## src/rtl/ef_sram_pkg.sv

```systemverilog
// Shared types and helpers for the SRAM aspect-ratio adapter: mode decode,
// ConfigBits field positions, lane geometry and address shift.
package ef_sram_pkg;

    typedef enum logic [1:0] {
        MODE_X32 = 2'b00,
        MODE_X16 = 2'b01,
        MODE_X8  = 2'b10
    } mode_e;

    localparam int CFG_MODE_LO = 0;
    localparam int CFG_MODE_HI = 1;
    localparam int CFG_OREG    = 2;

    localparam int LANE_W   = 8;
    localparam int LANE_CNT = 4;

    // Mode and lane of an accepted read, frozen until its data returns.
    typedef struct packed {
        mode_e      mode;
        logic [1:0] lane;
    } rd_lane_t;

    // Encoding 11 is an alias for x32.
    function automatic mode_e decode_mode(input logic [1:0] cfg_mode);
        case (cfg_mode)
            2'b01:   return MODE_X16;
            2'b10:   return MODE_X8;
            default: return MODE_X32;
        endcase
    endfunction

    // Number of fabric address LSBs that select a lane instead of a word.
    function automatic int unsigned ad_shift(input mode_e mode);
        case (mode)
            MODE_X16: return 1;
            MODE_X8:  return 2;
            default:  return 0;
        endcase
    endfunction

endpackage

```

## src/rtl/ef_sram_lane_mux.sv

```systemverilog
// Read-lane extraction: selects the captured lane of the macro word and
// zero-extends it to the full data width.
module ef_sram_lane_mux
    import ef_sram_pkg::*;
#(
    parameter int DATA_W = 32
) (
    input  mode_e             i_mode,
    input  logic [1:0]        i_lane,
    input  logic [DATA_W-1:0] i_data,
    output logic [DATA_W-1:0] o_word
);

    always_comb begin
        // NOTE: default every output first so no branch can infer a latch.
        o_word = '0;
        case (i_mode)
            MODE_X16: o_word[2*LANE_W-1:0] = i_data[2*LANE_W*i_lane[0] +: 2*LANE_W];
            MODE_X8:  o_word[LANE_W-1:0]   = i_data[LANE_W*i_lane +: LANE_W];
            default:  o_word               = i_data;
        endcase
    end

endmodule

```

## src/rtl/ef_sram_aspect_adapter.sv

```systemverilog
// Presents a 32-bit-wide SRAM macro to the fabric as x32, x16 or x8 memory,
// with an optional output register on the read path.
module ef_sram_aspect_adapter
    import ef_sram_pkg::*;
#(
    parameter int DATA_W       = 32,
    parameter int ADDR_W       = 10,
    parameter int NoConfigBits = 3
) (
    input  logic                    UserCLK,
    input  logic                    RST_N,
    input  logic [NoConfigBits-1:0] ConfigBits,
    input  logic [DATA_W-1:0]       DI,
    input  logic [DATA_W-1:0]       BEN,
    input  logic [ADDR_W+1:0]       AD,
    input  logic                    EN,
    input  logic                    R_WB,
    output logic [DATA_W-1:0]       DO,
    output logic                    DO_VALID,
    output logic [DATA_W-1:0]       DI_SRAM,
    output logic [DATA_W-1:0]       BEN_SRAM,
    output logic [ADDR_W-1:0]       AD_SRAM,
    output logic                    EN_SRAM,
    output logic                    R_WB_SRAM,
    input  logic [DATA_W-1:0]       DO_SRAM,
    output logic                    CLOCK_SRAM
);

    mode_e             w_mode;
    logic              w_oreg;
    logic [1:0]        w_lane;
    logic              w_rd_req;
    logic [DATA_W-1:0] w_extracted;

    logic              r_rd_pend;
    rd_lane_t          r_rd_lane;
    logic [DATA_W-1:0] r_hold;
    logic [DATA_W-1:0] r_out;
    logic              r_valid;

    assign w_mode   = decode_mode(ConfigBits[CFG_MODE_HI:CFG_MODE_LO]);
    assign w_oreg   = ConfigBits[CFG_OREG];
    assign w_rd_req = EN & R_WB;

    always_comb begin
        w_lane = 2'b00;
        case (w_mode)
            MODE_X16: w_lane = {1'b0, AD[0]};
            MODE_X8:  w_lane = AD[1:0];
            default:  w_lane = 2'b00;
        endcase
    end

    // Lane-select bits drop off the bottom; surplus high AD bits never reach the macro.
    assign AD_SRAM = AD[ad_shift(w_mode) +: ADDR_W];

    always_comb begin
        DI_SRAM  = DI;
        BEN_SRAM = BEN;
        case (w_mode)
            MODE_X16: begin
                DI_SRAM  = {(LANE_CNT/2){DI[2*LANE_W-1:0]}};
                BEN_SRAM = '0;
                BEN_SRAM[2*LANE_W*w_lane[0] +: 2*LANE_W] = BEN[2*LANE_W-1:0];
            end
            MODE_X8: begin
                DI_SRAM  = {LANE_CNT{DI[LANE_W-1:0]}};
                BEN_SRAM = '0;
                BEN_SRAM[LANE_W*w_lane +: LANE_W] = BEN[LANE_W-1:0];
            end
            default: ;
        endcase
    end

    // Gating with RST_N keeps the macro idle while the fabric is still in reset.
    assign EN_SRAM    = EN & RST_N;
    assign R_WB_SRAM  = R_WB;
    assign CLOCK_SRAM = UserCLK;

    ef_sram_lane_mux #(
        .DATA_W (DATA_W)
    ) u_lane_mux (
        .i_mode (r_rd_lane.mode),
        .i_lane (r_rd_lane.lane),
        .i_data (DO_SRAM),
        .o_word (w_extracted)
    );

    always_ff @(posedge UserCLK or negedge RST_N) begin
        if (!RST_N) begin
            r_rd_pend <= 1'b0;
            r_rd_lane <= '0;
            r_hold    <= '0;
            r_out     <= '0;
            r_valid   <= 1'b0;
        end else begin
            // NOTE: non-blocking throughout so each register samples pre-edge values.
            r_rd_pend <= w_rd_req;
            r_valid   <= r_rd_pend;
            if (w_rd_req) begin
                r_rd_lane <= '{mode: w_mode, lane: w_lane};
            end
            if (r_rd_pend) begin
                r_hold <= w_extracted;
                r_out  <= w_extracted;
            end
        end
    end

    // Both registers hold the same last result, so toggling the output
    // register between reads does not disturb the held DO value.
    assign DO       = w_oreg ? r_out : (r_rd_pend ? w_extracted : r_hold);
    assign DO_VALID = w_oreg ? r_valid : r_rd_pend;

endmodule

```

## config.mk

```make
export PLATFORM = sky130hd
export DESIGN_NAME = ef_sram_aspect_adapter
export DESIGN_NICKNAME = d
export VERILOG_FILES = /design/src/rtl/ef_sram_pkg.sv /design/src/rtl/ef_sram_lane_mux.sv /design/src/rtl/ef_sram_aspect_adapter.sv
export SDC_FILE = /design/constraint.sdc
export NUM_CORES = 1
export LEC_CHECK = 0
export BUFFER_PORTS_ARGS = -buffer_cell sky130_fd_sc_hd__buf_2
export CAP_MARGIN = 20
export CORE_MARGIN = 5
export CORE_UTILIZATION = 50
export CTS_BUF_LIST = sky130_fd_sc_hd__clkbuf_8
export CTS_CLUSTER_DIAMETER = 60
export CTS_CLUSTER_SIZE = 12
export DETAILED_ROUTE_END_ITERATION = 16
export PLACE_DENSITY = 0.83
export SYNTH_ARGS = -nofsm -noshare
export SYNTH_HDL_FRONTEND = slang
export SYNTH_HIERARCHICAL = 1
export SYNTH_SLANG_ARGS = --single-unit
export TNS_END_PERCENT = 30
```

## constraint.sdc

```tcl
create_clock -name UserCLK -period 3 [get_ports UserCLK]
set_input_delay 0.15 -clock UserCLK [delete_from_list [all_inputs] [get_ports UserCLK]]
set_output_delay 0.15 -clock UserCLK [all_outputs]
set_load 0.05 [all_outputs]
```

; ---- After elaboration in Yosys (flattened, before gate mapping)
; Index checks and enable logic that the tools add are counted.
[op_classes]
add_sub_neg = 2
n_eq_ne = 6
shift = 7
mux = 11
n_bitwise = 4
n_reduce_logical = 1
[ops]
columns = operator, n
row1 = 32-bit case mux with 2 select lines, 2
row2 = 5-bit negator with 34-bit output, 2
row3 = 32-bit AND, 2
row4 = 32-bit 2-to-1 mux, 2
row5 = "16-bit by 34-bit variable shift with 32-bit output, first input constant", 1
row6 = "8-bit by 34-bit variable shift with 32-bit output, first input constant", 1
row7 = 16-bit by 34-bit variable part select with 32-bit output, 1
row8 = 8-bit by 34-bit variable part select with 32-bit output, 1
row9 = 12-bit by 33-bit variable part select with 10-bit output, 1
row10 = 8-bit case mux with 2 select lines, 2
row11 = 32-bit by 6-bit variable part select with 16-bit output, 1
row12 = 32-bit by 6-bit variable part select with 8-bit output, 1
row13 = 16-bit 2-to-1 mux, 1
row14 = 2-bit case mux with 2 select lines, 3
row15 = "2-bit by 1-bit equality test with 1-bit output, second input constant", 3
row16 = "2-bit equality test, second input constant", 3
row17 = 1-bit AND, 2
row18 = 2-bit OR reduction, 1
row19 = 1-bit 2-to-1 mux, 1
[word_totals]
regBits = 70
output_inout_bits = 110

; ---- Logic depth before layout (Yosys ltp)
; Gate-level depths: netlist (run 1).
[logic_depth]
depth_word = 8
mapped_depth = 11
mapped_depth_nobuf = 9

; ---- Hierarchy
; Netlist (run 1), hierarchy kept.
[by_module_without_submodules]
columns = module, instances, cells_each, area_per_inst_um2, seq_area_each_um2
row1 = ef_sram_aspect_adapter, 1, 485, 4393.0, 1751.7
row2 = ef_sram_lane_mux, 1, 119, 855.8, 0.0

==> impl_metrics.csv, run 1 <==
group,metric,value,unit
layout,drive_gt1_share,38.5,%
setup_path,crit_type,"reg2out",
synth,ys_ff_latch,70,
timing,fmax,347,MHz
route,ant_nets,0,
route,wl_per_cell,18.3,um
global_route,use_met3,6.52,%
synth,synthArstFlopShare,100,%
synth,synth_edf_count,0,
timing,finalSetupViolCount,0,
layout,fillCellCount,877,
placed_design,place_congestion,0.925,
timing,worst_pin_slew,0.836,ns
synth,yosys_warnings,6,
setup_path,arrival,2.73,ns
timing,post-route-min-period,2.88,ns
timing,slew-limit-headroom,44.3,%
floorplan,io_pins,225,
synth,synth_fp_nets,729,
setup_path,worstPathRequired,2.85,ns
synth,ys_seq_area_share,33.4,%
global_route,grt_util_met2,45.6,%
synth,synthTopCellsByArea,"dfrtp_1 (33%), mux2_2 (8.2%), o21ai_0 (7.0%)",
timing,hold_viol,0,
job,maxCapViolations,0,
route,vias,5246,
setup_path,crit_fanout,8,
pwr,ir_drop,0.328,mV
layout,finalNetCount,916,
global_route,use_met1,30.5,%
route,drt_iter0_drc,294,
synth,syn_inst,604,
floorplan,start_util,51.1,%
clock_tree,path_clk_slew,0.07,ns
global_route,grt_pass1_vias,5530,
setup_path,end_kind,"output pin",
synth,synth_ff_type,"dfrtp_1",
synth,yosys-top-cells-count,"inv_1 (80), o21ai_0 (73), nand2_1 (71), dfrtp_1 (70), a22o_1 (39)",
synth,synth_area_leader_cell,"dfrtp_1",
layout,area_growth,25.3,%
floorplan,die-area,0.0126,sq mm
synth,synthesis.area,0.00525,sq mm
global_route,globalRouteTotalUtil,26.4,%
pwr,power.total,3.90,mW
global_route,grt_max_degree,63,
route,route.detailed.drc,0,
pwr,power_density,592,mW/mm^2
floorplan,core,0.0103,sq mm
placed_design,portBuffers,224,
floorplan,num_rows,37,
timing,fin_skew,0.00542,ns
global_route,grt_pass1_wl,27000,um
setup_path,cp-start-kind,"flip-flop",
synth,synthDistinctLibCells,41,
layout,postLayoutCoreUtil,64.0,%
run_status,status,"finished, final reports clean",
timing,rsz0062_at_grt,"yes",
route,drtPass1Iterations,5,
global_route,antenna_found_initial,0,
synth,syn_avg_cell_area,8.69,sq um
synth,synth.most_common_cell,"inv_1",
layout,num_antenna_cells,0,
clock_tree,cts_tree,"yes",
clock_tree,clock_latency,0.46,ns
floorplan,die_w,112,um
route,drt-total-wl,17000,um
worst_hold_path,hold_path_class,"in2reg",
timing,period_share,96.0,%
placed_design,hpwl,12900,um
route,viasPerCell,5.63,
timing,drv_slew,0,
synth,yosys.area.top_type_share,33.4,%
floorplan,die-height,112,um
pwr,p_leak,3.36,nW
global_route,grt-busiest-layer,"met2",
global_route,grt-ovfl-total,0,
power by group:
| group | total [mW] | internal (mW) | switching (mW) |
|---|---|---|---|
| clock network | 0.913 | 0.490 | 0.423 |
| registers | 1.20 | 1.11 | 0.0898 |
| logic | 1.78 | 0.559 | 1.22 |
cell families (layout without fill, tap and decap cells):
logic type	count (synthesis)	in the layout	share of synthesized area, %
fa+ha+maj	10	10	2.38
mux	52	52	13.5
buf+inv	142	333	12.3
compound gates	169	169	21.5
flops	70	70	33.4
simple gates	161	161	17.0
what timing repair did:
item / 4_1_cts / 5_1_grt
cloned: 0 / 1
hold endpoints to repair: 27 / 0
buffers inserted: 0 / 0
setup endpoints to repair: 9 / 14
pin swaps: 0 / 0
resized for setup: 2 / 7
hold buffers: 1 / 0
area by class of cell:
cell class | count | area, sq um | share of cell area, %
clock buffers | 14 | 184 | 2.80
clock inverters | 5 | 51.3 | 0.780
inverters | 80 | 300 | 4.57
multi-input cells | 392 | 2870 | 43.6
flip-flops and latches | 70 | 1760 | 26.7
well taps | 136 | 170 | 2.59
repair buffers | 234 | 1250 | 18.9
through the flow:
| step | cell area [sq um] | setup TNS, ns | std cells | setup WS (ns) | hold slack, ns |
|---|---|---|---|---|---|
| 2_1_floorplan | 5250 | 0 | 604 | 0.0194 | -0.146 |
| 3_3_place_gp | 6290 | 0 | 911 | 0.484 | 0.203 |
| 3_5_place_dp | 6290 | 0 | 911 | 0.420 | 0.226 |
| 4_1_cts | 6530 | 0 | 930 | 0.00437 | 0.0547 |
| 5_1_grt | 6580 | -0.00388 | 931 | -0.00388 | 0.116 |
| 6_report | 6580 | 0 | 931 | 0.121 | 0.0745 |
flip-flops by register name (all words and copies together), names as in the netlist:
| signal | cells |
|---|---|
| r_hold | 32 |
| r_valid | 1 |
| r_rd_lane | 4 |
| r_out | 32 |
| r_rd_pend | 1 |
layout by cell type (no fill, tap or decap), types with 13 or more instances in the layout:
| master | synthesis | routed |
|---|---|---|
| mux2_2 | 38 | 38 |
| clkbuf_8 | 0 | 13 |
| o21ai_0 | 73 | 73 |
| a22o_1 | 39 | 39 |
| and2_1 | 32 | 32 |
| nand3b_1 | 17 | 17 |
| nand2_1 | 71 | 71 |
| a221o_1 | 15 | 15 |
| inv_1 | 80 | 81 |
| o21ai_1 | 27 | 27 |
| buf_2 | 15 | 223 |
| dfrtp_1 | 70 | 67 |
layer usage:
layer / vias up / part of all wire, %
met5: - / 0
met4: 0 / 3.0
met3: 38 / 7.6
met2: 264 / 50
met1: 2482 / 39
li1: 2462 / -
worst paths after layout:
kind,start,end,slack [ns],depth (start not counted)
setup / recovery,r_rd_lane[3],DO[1],0.12,8
hold / removal,EN,r_rd_pend,0.07,3
setup reg to reg,r_rd_lane[3],r_hold[1],1.08,6
hold reg to reg,r_hold[10],r_hold[10],0.51,2
max in group asynchronous,RST_N,r_hold[28],1.72,3
min in group asynchronous,RST_N,r_rd_lane[1],0.26,2
worst max-delay path, stage by stage (launching register included):
cell and delay, ns:
dfrtp_1 0.44, ha_4 0.34, and3b_2 0.30, a22o_1 0.20
a221o_1 0.27, nand2_1 0.09, o21ai_0 0.12, mux2_2 0.30
buf_2 0.21
Note: power is estimated with default switching activity, not from simulation.
==> run 2, diff against run 1 <==
- CTS_BUF_LIST: sky130_fd_sc_hd__clkbuf_8 -> sky130_fd_sc_hd__clkbuf_4
==> impl_metrics.csv, run 2 (synthesis gave the netlist of run 1 again) <==
group,metric,value,unit
setup_path,rrSetupSlack,1.10,ns
setup_path,crit_type,"reg2out",
placed_design,hpwl,12900,um
pwr,p_sw,1.71,mW
setup_path,critical_path.top_delay_family,"compound AO/OA/AOI/OAI gates",
worst_hold_path,hold_end,"r_out[30]",
setup_path,worstPathRequired,2.85,ns
route,viasPerCell,5.67,
timing,drv_slew,0,
timing,slew-limit-headroom,42.8,%
route,drt_iter0_drc,300,
layout,layout_commonest_cell,"buf_2",
placed_design,place_congestion,0.925,
floorplan,io_pins,225,
layout,num_antenna_cells,0,
floorplan,die_w,112,um
setup_path,worst-path-buf-inv,1,
global_route,grt-ovfl-total,0,
route,wl_per_cell,18.2,um
timing,period_share,97.5,%
global_route,grt_pass1_vias,5567,
route,wl_met1,6710,um
layout,final_cell_mix,"buf_2 (218), inv_1 (80), nand2_1 (71), o21ai_0 (71), dfrtp_1 (67)",
timing,post-route-min-period,2.93,ns
layout,fin_area,0.00659,sq mm
route,wl_met2,8710,um
setup_path,end_kind,"output pin",
timing,fin_skew,0.00969,ns
layout,area_growth,25.6,%
pwr,p_int,2.01,mW
pwr,combinationalPowerShare,48.8,%
route,ant_nets,0,
global_route,antenna_found_initial,0,
job,maxCapViolations,0,
pwr,ir_drop,0.307,mV
global_route,grt_max_degree,63,
layout,finalNetCount,922,
route,vias,5311,
pwr,switching_share,46.0,%
timing,finalSetupViolCount,0,
floorplan,start_util,51.1,%
placed_design,portBuffers,224,
setup_path,cp_slowest_cell,"dfrtp_1",
worst_hold_path,hold_path_class,"in2reg",
pwr,p_leak,3.37,nW
setup_path,cp_cell_sequence,"ha_4 > and3b_2 > a22o_1 > a221o_1 > nand2_1 > o21ai_0 > mux2_2 > buf_4",
clock_tree,path_clk_slew,0.11,ns
timing,tns,0,ns
pwr,power_density,565,mW/mm^2
setup_path,arrival,2.78,ns
floorplan,core,0.0103,sq mm
setup_path,crit_fanout,8,
setup_path,r2r-start,"r_rd_lane[3]",
placed_design,placed_area,0.00629,sq mm
timing,rsz0062_at_grt,"yes",
clock_tree,cts_tree,"yes",
floorplan,num_rows,37,
route,top_layer,"met4",
route,wl_met3,1230,um
worst_hold_path,min_from,"DO_SRAM[30]",
timing,hold_viol,0,
timing,fmax,342,MHz
setup_path,r2r_cells,6,
route,drtPass1Iterations,5,
route,route.detailed.drc,0,
route,drt-total-wl,17100,um
pwr,p_seq_share,32.3,%
clock_tree,clock_latency,0.54,ns
worst_hold_path,hold_depth,4,
floorplan,die-area,0.0126,sq mm
setup_path,cp.depth,8,
floorplan,die-height,112,um
setup_path,cp-start-kind,"flip-flop",
global_route,globalRouteTotalUtil,26.8,%
run_status,status,"finished, final reports clean",
global_route,grt_pass1_wl,27400,um
layout,reg_top3,"r_hold: 32 flops, r_out: 32 flops, r_rd_lane: 4 flops",
layout,drive_gt1_share,38.3,%
setup_path,cpPeakStageDelay,0.45,ns
pwr,pwr-share-clk,18.8,%
setup_path,reg2reg_to,"r_hold[2]",
timing,worst_pin_slew,0.858,ns
[run 2: cell count changes in the layout (fill, tap and decap cells not counted), moves of 4 or more]
| cell | delta |
|---|---|
| clkbuf_8 | -13 |
| clkbuf_4 | +13 |
| buf_4 | +4 |
| buf_2 | -5 |
| dlygate4sd3_1 | +5 |
[run 2: final cells by class]
| type | count | area, sq um |
|---|---|---|
| Fill cell | 873 | 3690 |
| Clock buffer | 14 | 103 |
| Clock inverter | 5 | 51.3 |
| Tap cell | 136 | 170 |
| Timing Repair Buffer | 240 | 1330 |
| Sequential cell | 70 | 1760 |
| Inverter | 80 | 300 |
| Multi-Input combinational cell | 392 | 2880 |
[run 2: through the flow]
step / hold WS (ns) / cells / util [%] / setup WS [ns] / total power, mW
after floorplan: -0.146 / 604 / - / 0.0194 / 2.59
after global placement: 0.203 / 911 / 61.2 / 0.484 / 2.99
after detailed placement: 0.226 / 911 / 61.2 / 0.420 / 3.03
after CTS: 0.00354 / 936 / 63.7 / 0.0100 / 3.72
after global routing: 0.0200 / 937 / 64.1 / -0.0356 / 3.93
final: 0.0296 / 937 / 64.1 / 0.0741 / 3.72
[run 2: metal layers]
layer	vias up	GRT usage, %
met5	-	0
met4	0	13.8
met3	29	5.34
met2	239	47.2
met1	2557	30.9
li1	2486	-
[run 2: worst max path at each step]
| stage | startpoint | endpoint | slack [ns] |
|---|---|---|---|
| global placement | r_rd_lane[1] | DO[2] | 0.48 |
| CTS | r_rd_lane[0] | DO[4] | 0.01 |
| detailed placement | ConfigBits[0] | BEN_SRAM[14] | 0.42 |
| global route | r_rd_lane[2] | DO[2] | -0.04 |
| floorplan | ConfigBits[0] | BEN_SRAM[30] | 0.02 |
| finish | r_rd_lane[3] | DO[2] | 0.07 |
[run 2: repair_timing]
item,4_1_cts,5_1_grt
hold buffers,6,0
pin swaps,0,3
cloned,1,0
setup buffers,0,1
gates resized for setup,5,21
endpoints found under the setup margin,15,16
endpoints found under the hold margin,32,0
[run 2: power by group through the flow]
| stage | registers, mW | logic (mW) | clock network (mW) |
|---|---|---|---|
| 2_1_floorplan | 1.18 | 1.34 | 0.0719 |
| 3_3_place_gp | 1.21 | 1.71 | 0.0636 |
| 3_5_place_dp | 1.22 | 1.75 | 0.0636 |
| 4_1_cts | 1.20 | 1.79 | 0.724 |
| 5_1_grt | 1.22 | 1.94 | 0.762 |
| 6_report | 1.20 | 1.82 | 0.702 |
[run 2: tightest hold or removal path, delay by kind of cell]
kind                   cells  cell delay (ns)
and+or+nand+nor            2             0.20
AOI/OAI and AO/OA          1             0.06
buffers and inverters      1             0.12
==> run 3, diff against run 2 <==
- clock period: 3 -> 3.05 ns (I/O delays scaled with it)
==> impl_metrics.csv, run 3 (synthesis gave the netlist of run 1 again) <==
group,metric,value,unit
run_status,status,"finished, final reports clean",
layout,layout_commonest_cell,"buf_2",
layout,fillCellCount,891,
setup_path,cp-startpoint,"r_rd_lane[2]",
setup_path,crit_type,"reg2out",
setup_path,r2r-start,"r_rd_lane[2]",
timing,hold_viol,0,
placed_design,portBuffers,224,
global_route,grt_pass1_wl,26800,um
placed_design,hpwl,12800,um
route,vias,5308,
route,route.detailed.drc,0,
timing,fin_skew,0.00890,ns
setup_path,endpoint,"DO[5]",
floorplan,die-area,0.0126,sq mm
layout,multi_input_area,0.00287,sq mm
pwr,ir_drop,0.342,mV
global_route,grt-ovfl-total,0,
timing,worst_pin_slew,0.809,ns
layout,reg_top3,"r_hold: 32 flops, r_out: 32 flops, r_rd_lane: 4 flops",
global_route,antenna_found_initial,0,
timing,slew-limit-headroom,46.1,%
clock_tree,cts_tree,"yes",
timing,holdWs,0.0262,ns
layout,final_cell_mix,"buf_2 (220), inv_1 (80), o21ai_0 (72), nand2_1 (71), dfrtp_1 (67)",
timing,finalSetupViolCount,0,
job,maxCapViolations,0,
floorplan,io_pins,225,
route,drt-total-wl,17000,um
floorplan,die-height,112,um
clock_tree,path_clk_slew,0.10,ns
setup_path,worstPathRequired,2.90,ns
setup_path,crit_fanout,8,
worst_hold_path,hold_path_class,"in2reg",
setup_path,arrival,2.78,ns
pwr,power_density,557,mW/mm^2
floorplan,core,0.0103,sq mm
global_route,grt_max_degree,63,
placed_design,place_congestion,0.903,
pwr,p_int,1.95,mW
setup_path,reg2reg_to,"r_hold[3]",
pwr,p_sw,1.68,mW
floorplan,start_util,51.1,%
layout,register_area,0.00176,sq mm
pwr,pwr-share-clk,18.9,%
timing,rsz0062_at_grt,"yes",
setup_path,cp-start-kind,"flip-flop",
layout,drive_gt1_share,38.2,%
route,drt_iter0_drc,401,
setup_path,end_kind,"output pin",
route,viasPerCell,5.68,
layout,area_growth,24.3,%
timing,drv_slew,0,
timing,period_share,96.2,%
floorplan,die_w,112,um
pwr,p_seq_share,32.6,%
floorplan,num_rows,37,
setup_path,rrSetupSlack,1.14,ns
layout,num_antenna_cells,0,
route,ant_nets,0,
pwr,combinationalPowerShare,48.5,%
route,wl_per_cell,18.2,um
pwr,switching_share,46.2,%
pwr,p_leak,3.34,nW
layout,postLayoutCoreUtil,63.5,%
clock_tree,clock_latency,0.53,ns
timing,fmax,341,MHz
setup_path,r2r_cells,7,
route,drtPass1Iterations,5,
global_route,globalRouteTotalUtil,26.2,%
timing,post-route-min-period,2.93,ns
layout,finalNetCount,918,
global_route,grt_pass1_vias,5431,
==> run 3: changes by cell type in the layout (fill, tap and decap cells not counted), sizes merged <==
cell         before  now
dlygate4sd3       6    3
clkinv            3    5
buf             234  233
clkinvlp          1    0
bufbuf            1    0
clkbuf           13   14
==> run 3: through the flow <==
| step | cells | power, mW | setup WS (ns) | TNS, ns | instance area [sq um] |
|---|---|---|---|---|---|
| after floorplan | 604 | 2.55 | 0.0644 | 0 | 5250 |
| after global placement | 911 | 2.94 | 0.526 | 0 | 6290 |
| after detailed placement | 911 | 2.98 | 0.432 | 0 | 6290 |
| after CTS | 933 | 3.61 | -0.00206 | -0.00206 | 6470 |
| after global routing | 934 | 3.84 | -0.00826 | -0.00826 | 6530 |
| final | 934 | 3.63 | 0.117 | 0 | 6530 |
==> run 3: power groups by stage <==
stage / clock (mW) / combinational (mW) / sequential [mW]
after CTS: 0.703 / 1.73 / 1.18
after global routing: 0.754 / 1.88 / 1.21
after global placement: 0.0625 / 1.69 / 1.19
after floorplan: 0.0707 / 1.32 / 1.16
after detailed placement: 0.0625 / 1.72 / 1.20
final: 0.687 / 1.76 / 1.18
==> run 3: final cells by class <==
cell class	count	share of cell area, %
clock inverters	6	0.805
inverters	80	4.60
clock buffers	14	1.57
flip-flops and latches	70	26.9
well taps	136	2.61
multi-input cells	392	44.0
repair buffers	236	19.5
==> run 3: critical path, stage by stage, from the launching register on <==
cell     delay, ns
dfrtp_1       0.39
inv_1         0.08
ha_4          0.31
and3b_2       0.29
a22o_1        0.21
a221o_1       0.26
nand2_1       0.09
o21ai_1       0.09
mux2_2        0.31
buf_2         0.22
==> run 3: what timing repair did <==
action / in CTS / in global routing
endpoints found under the hold margin: 28 / 0
hold buffers: 3 / 0
gates resized for setup: 2 / 14
pin swaps: 0 / 0
setup buffers: 0 / 0
endpoints found under the setup margin: 15 / 15
cloned: 0 / 1
==> run 3: how the worst min path moves through the flow <==
stage / startpoint / to / depth (start not counted)
6_report: DO_SRAM[17] / r_out[17] / 4
5_1_grt: DO_SRAM[24] / r_out[24] / 4
4_1_cts: DO_SRAM[24] / r_out[24] / 4
3_5_place_dp: RST_N / r_out[6] / 1
3_3_place_gp: RST_N / r_hold[25] / 1
2_1_floorplan: RST_N / r_hold[0] / 0
==> run 3: routing by layer <==
layer,share of wire [%],global-route usage (%)
met1,39,30.1
met2,50,46.8
met3,8.2,5.93
met4,2.9,11.1
met5,0,0
